<file path="config.mk">
export PLATFORM = sky130hd
export DESIGN_NAME = shift_rg_sequencer
export DESIGN_NICKNAME = d
export VERILOG_FILES = /design/src/rtl/shift_rg_pkg.sv /design/src/rtl/shift_rg_tick.sv /design/src/rtl/shift_rg_sequencer.sv
export SDC_FILE = /design/constraint.sdc
export NUM_CORES = 1
export LEC_CHECK = 0
export BUFFER_PORTS_ARGS = -buffer_cell sky130_fd_sc_hd__buf_4
export CAP_MARGIN = 0
export CORE_ASPECT_RATIO = 2
export CORE_UTILIZATION = 25
export CTS_CLUSTER_DIAMETER = 60
export DETAILED_ROUTE_END_ITERATION = 8
export PLACE_DENSITY = 0.48
export SETUP_SLACK_MARGIN = 0.2
export SYNTH_ARGS = -nofsm -noshare
export SYNTH_HDL_FRONTEND = slang
export SYNTH_SLANG_ARGS = --single-unit
</file>
<file path="constraint.sdc">
create_clock -name clk -period 1.8 [get_ports clk]
set_input_delay 0.36 -clock clk [delete_from_list [all_inputs] [get_ports clk]]
set_output_delay 0.36 -clock clk [all_outputs]
set_load 0.01 [all_outputs]
</file>
<file path="src/rtl/shift_rg_pkg.sv">
// Shared types and constants for the shift-register chain sequencer.
package shift_rg_pkg;

  typedef enum logic [1:0] {
    IDLE  = 2'd0,
    CLEAR = 2'd1,
    LOAD  = 2'd2,
    DONE  = 2'd3
  } state_t;

  // One shift every ~0.42 s with a 10 MHz clk.
  localparam int unsigned DIV_MAX_10MHZ = 4194303;

endpackage

</file>
<file path="src/rtl/shift_rg_tick.sv">
// Shift-rate divider: free-running while not cleared; tick when the count sits at DIV_MAX.
module shift_rg_tick #(
  parameter int unsigned DIV_MAX = 4194303,
  parameter int          DIV_W   = 26
) (
  input  logic clk,
  input  logic rst,
  input  logic clear,
  input  logic tick_en,
  output logic tick
);

  localparam logic [DIV_W-1:0] TERM = DIV_W'(DIV_MAX);

  logic [DIV_W-1:0] count;

  always_ff @(posedge clk) begin
    if (rst || clear) begin
      count <= '0;
    end else if (count == TERM) begin
      count <= '0;
    end else begin
      count <= count + 1'b1;
    end
  end

  assign tick = tick_en && (count == TERM);

endmodule

</file>
<file path="src/rtl/shift_rg_sequencer.sv">
// Bit-serial loader for the D-trigger shift chain, MSB first, single clock domain.
// Build option: SHIFT_RG_LOOP_EN makes the pattern recirculate until abort or rst.
module shift_rg_sequencer
  import shift_rg_pkg::*;
#(
  parameter int          N       = 8,
  parameter int unsigned DIV_MAX = DIV_MAX_10MHZ,
  parameter int          DIV_W   = 26
) (
  input  logic                     clk,
  input  logic                     rst,
  input  logic                     start,
  input  logic                     abort,
  input  logic [N-1:0]             pattern,
  output logic                     ser_out,
  output logic                     shift_en,
  output logic                     clr,
  output logic                     busy,
  output logic                     done,
  output logic [$clog2(N+1)-1:0]   bit_cnt,
  output state_t                   state_dbg
);

  localparam int               CNT_W = $clog2(N+1);
  localparam logic [CNT_W-1:0] CNT_N = CNT_W'(N);

  state_t           state;
  logic [N-1:0]     shadow;
  logic [N-1:0]     shadow_next;
  logic [CNT_W-1:0] cnt_inc;
  logic             last_shift;
  logic             tick;
  logic             div_clear;

  // Controls are sampled at the clk edge: start is taken only in IDLE, abort only
  // in CLEAR/LOAD; an abort seen on the edge that would raise shift_en wins over it.
  assign div_clear = !((state == CLEAR) || (state == LOAD)) || abort;

  shift_rg_tick #(
    .DIV_MAX (DIV_MAX),
    .DIV_W   (DIV_W)
  ) u_tick (
    .clk     (clk),
    .rst     (rst),
    .clear   (div_clear),
    .tick_en (state == LOAD),
    .tick    (tick)
  );

  always_comb begin
    shadow_next = shadow;
    cnt_inc     = bit_cnt;
`ifdef SHIFT_RG_LOOP_EN
    shadow_next = {shadow[N-2:0], shadow[N-1]};
    cnt_inc     = (bit_cnt == CNT_N) ? CNT_W'(1) : bit_cnt + 1'b1;
`else
    shadow_next = {shadow[N-2:0], 1'b0};
    cnt_inc     = bit_cnt + 1'b1;
`endif
    last_shift  = (cnt_inc == CNT_N);
  end

  always_ff @(posedge clk) begin
    if (rst) begin
      state    <= IDLE;
      shadow   <= '0;
      shift_en <= 1'b0;
      clr      <= 1'b0;
      busy     <= 1'b0;
      done     <= 1'b0;
      bit_cnt  <= '0;
    end else begin
      shift_en <= 1'b0;
      clr      <= 1'b0;
      done     <= 1'b0;
      case (state)
        IDLE: begin
          if (start) begin
            state   <= CLEAR;
            shadow  <= pattern;
            bit_cnt <= '0;
            clr     <= 1'b1;
            busy    <= 1'b1;
          end
        end
        CLEAR, LOAD: begin
          if (abort) begin
            // Clearing shadow too keeps ser_out at 0 while the chain is wiped.
            state   <= IDLE;
            shadow  <= '0;
            bit_cnt <= '0;
            clr     <= 1'b1;
            busy    <= 1'b0;
          end else if (state == CLEAR) begin
            state <= LOAD;
          end else begin
            shift_en <= tick;
            if (shift_en) begin
              shadow  <= shadow_next;
              bit_cnt <= cnt_inc;
              if (last_shift) begin
                done <= 1'b1;
`ifndef SHIFT_RG_LOOP_EN
                state <= DONE;
                busy  <= 1'b0;
`endif
              end
            end
          end
        end
        DONE: state <= IDLE;
        default: state <= IDLE;
      endcase
    end
  end

  // shadow is a register, so ser_out is a registered output without an extra stage.
  assign ser_out   = shadow[N-1];
  assign state_dbg = state;

endmodule
</file>
==> results.tsv <==
metric	value	unit
RSZ-0062 raised after global routing	true	
worst reg-to-reg setup slack	0.08	ns
Max Clock Freq	580	MHz
ant diodes	0	
DR iter-0 viols	104	
register area share after synthesis	39.7	%
count of final hold-check violations	0	
clock-pin slew on the worst setup and hold paths	0.06	ns
total gr overflow	0	
Hold Path End	bit_cnt[0]	
Leak	1.22	nW
core area	8650	um^2
Slew @ Worst Pin	0.371	ns
slowest stage delay, CP	0.59	ns
PwrDens	865	nW/um^2
reg2reg end	u_tick.count[24]	
outcome	finished, final reports clean	
dpl ws	0.0282	ns
DR DRC count	0	
Async S/R FF share, synth	0	%
vias in the first global route	2239	
die span in y	135	um
clock root cell	clkbuf_16	
# setup viols final	0	
Final Critical Period	1.72	ns
Synth Flop Type	dfxtp_1	
flops & latches, synth	44	
P&R area growth vs syn	46.8	%
worst reg2reg startpoint	u_tick.count[4]	
die area	9280	um^2
CTS tree	done	
layout cell share with drive strength beyond 1	40.1	%
CTS max path bufs	2	
largest net degree at the start of global routing	17	
RD Place Congestion	0.803	
CP max FO	6	
most frequent cells in the layout	buf_4, dfxtp_1, nand2_1, nor3_1, a21oi_1	
hold wc startpoint	rst	
cts hold-fix bufs	0	
Critical Path AT	1.94	ns
H-tree depth	2	
Avg Cell Area, Syn	8.16	um^2
crit end category	flop	
CP max stage cell	or4_4	
Synth Instances	272	
slew margin rel.	75.1	%
fin. max-slew vios	0	
Num CTS Buffers	5	
post-DP HPWL	4.73	mm
WP data required	2.01	ns
worst-case reg-to-reg path depth	4	
via count	2233	
antenna violations before repair	0	
worst hold path stage count	2	
initial core utilization	25.7	%
final cell count without fillers	434	
CTS sink cnt	44	
net count after synthesis	291	
Cell Area, Synth	2220	um^2
most common cell after layout, fill and taps aside	buf_4	
drt total wl	6.61	mm
fin nets	353	
Worst-Skew Late Latency	0.28	ns
first-pass GRT wire length	10.3	mm
I/O pins	23	
Post-synth EDFFs	0	
Die X	68.6	um
final worst-path cycle share	95.8	%
FP Rows	48	
Crit Path Category	reg2reg	
total iterations of the first detailed-routing run	4	
HP Class	in2reg	
final setup margin	0.0759	ns
I/O Buffers	22	
Final Skew	0.00355	ns
placed cell count	410	
VDD IR max	0.386	mV
vias per cell	5.15	
synth warn	0	
synth unique cells	47	
Startpoint Class	flop	
CP cell instances	nand4_1, or4_4, or4_1, a21oi_1	
gr usage total	15.1	%
WL/cell	15.2	um
setup TNS	0	ns
ANT nets after route	0	
Max-Cap Viols	0	
cell families after synthesis:
logic type	after synthesis	share of synthesized area, %
compound gates	59	16.7
xor+xnor	13	5.13
flops	44	39.7
simple gates	121	29.3
mux	1	0.451
buf+inv	27	4.79
fa+ha+maj	7	3.95
worst max path at each step:
stage	endpoint	from	slack, ns	cells past startpoint
finish	u_tick.count[24]	u_tick.count[4]	0.08	4
global route	u_tick.count[24]	u_tick.count[13]	0.02	4
CTS	u_tick.count[24]	u_tick.count[7]	0.07	4
detailed placement	u_tick.count[24]	u_tick.count[0]	0.03	5
global placement	u_tick.count[24]	u_tick.count[0]	0.05	5
floorplan	u_tick.count[24]	u_tick.count[0]	-0.01	6
per-layer routing:
layer / GRT usage (%) / vias up / part of all wire (%)
met1: 13.0 / 1067 / 34
met5: 0 / - / 0
met3: 2.61 / 20 / 2.6
li1: - / 1107 / -
met2: 29.6 / 39 / 59
met4: 9.03 / 0 / 4.0
worst max-delay path: cells and delay by family, from the launching register on:
family | cells | cell delay, ns
simple gates | 3 | 1.15
flops | 1 | 0.34
compound gates | 1 | 0.15
through the flow:
step / area [um^2] / util [%] / hold slack, ns / power [mW]
4_1_cts: 3100 / 35.8 / 0.325 / 2.76
3_5_place_dp: 2760 / 31.9 / 0.440 / 1.75
2_1_floorplan: 2310 / - / 0.426 / 1.53
6_report: 3260 / 37.7 / 0.326 / 2.82
5_1_grt: 3260 / 37.7 / 0.332 / 2.99
3_3_place_gp: 2760 / 31.9 / 0.431 / 1.75
synth_stat cells, types with 8 or more instances:
cell | instances | area, um^2
o22ai_1 | 8 | 50.1
nand3_1 | 13 | 65.1
nand4_1 | 10 | 62.6
dfxtp_1 | 44 | 881
nor3_1 | 19 | 95.1
nand2_1 | 19 | 71.3
nor2_1 | 22 | 82.6
inv_1 | 12 | 45.0
a21oi_1 | 21 | 105
or4_1 | 8 | 60.1
o21ai_0 | 8 | 40.0
clkbuf_1 | 12 | 45.0
flip-flops by register name (all words and copies together), names as in the netlist:
register      flops
bit_cnt           4
u_tick.count     26
state_dbg         2
shift_en          1
busy              1
clr               1
shadow            8
done              1
final cells by class:
cell class                 count  area [um^2]
sequential                    44          905
timing repair buffer          70          587
clock buffer                   5          125
inverter                      12         50.0
fill                         921         5390
tap                          100          125
clock inverter                 2         11.3
multi-input combinational    201         1460
report_power, final:
| part | switching [mW] | total (mW) | leakage, nW | internal (mW) |
|---|---|---|---|---|
| Combinational | 0.429 | 0.848 | 0.786 | 0.419 |
| Sequential | 0.0435 | 1.09 | 0.364 | 1.05 |
| Clock | 0.374 | 0.878 | 0.0700 | 0.505 |
| Total | 0.847 | 2.82 | 1.22 | 1.97 |
timing repair:
action,in CTS,in global routing
cloned,2,0
resized for setup,24,36
buffers inserted,12,3
setup endpoints to repair,30,39
pin swaps,11,6
Note: power is estimated with default switching activity, not from simulation.
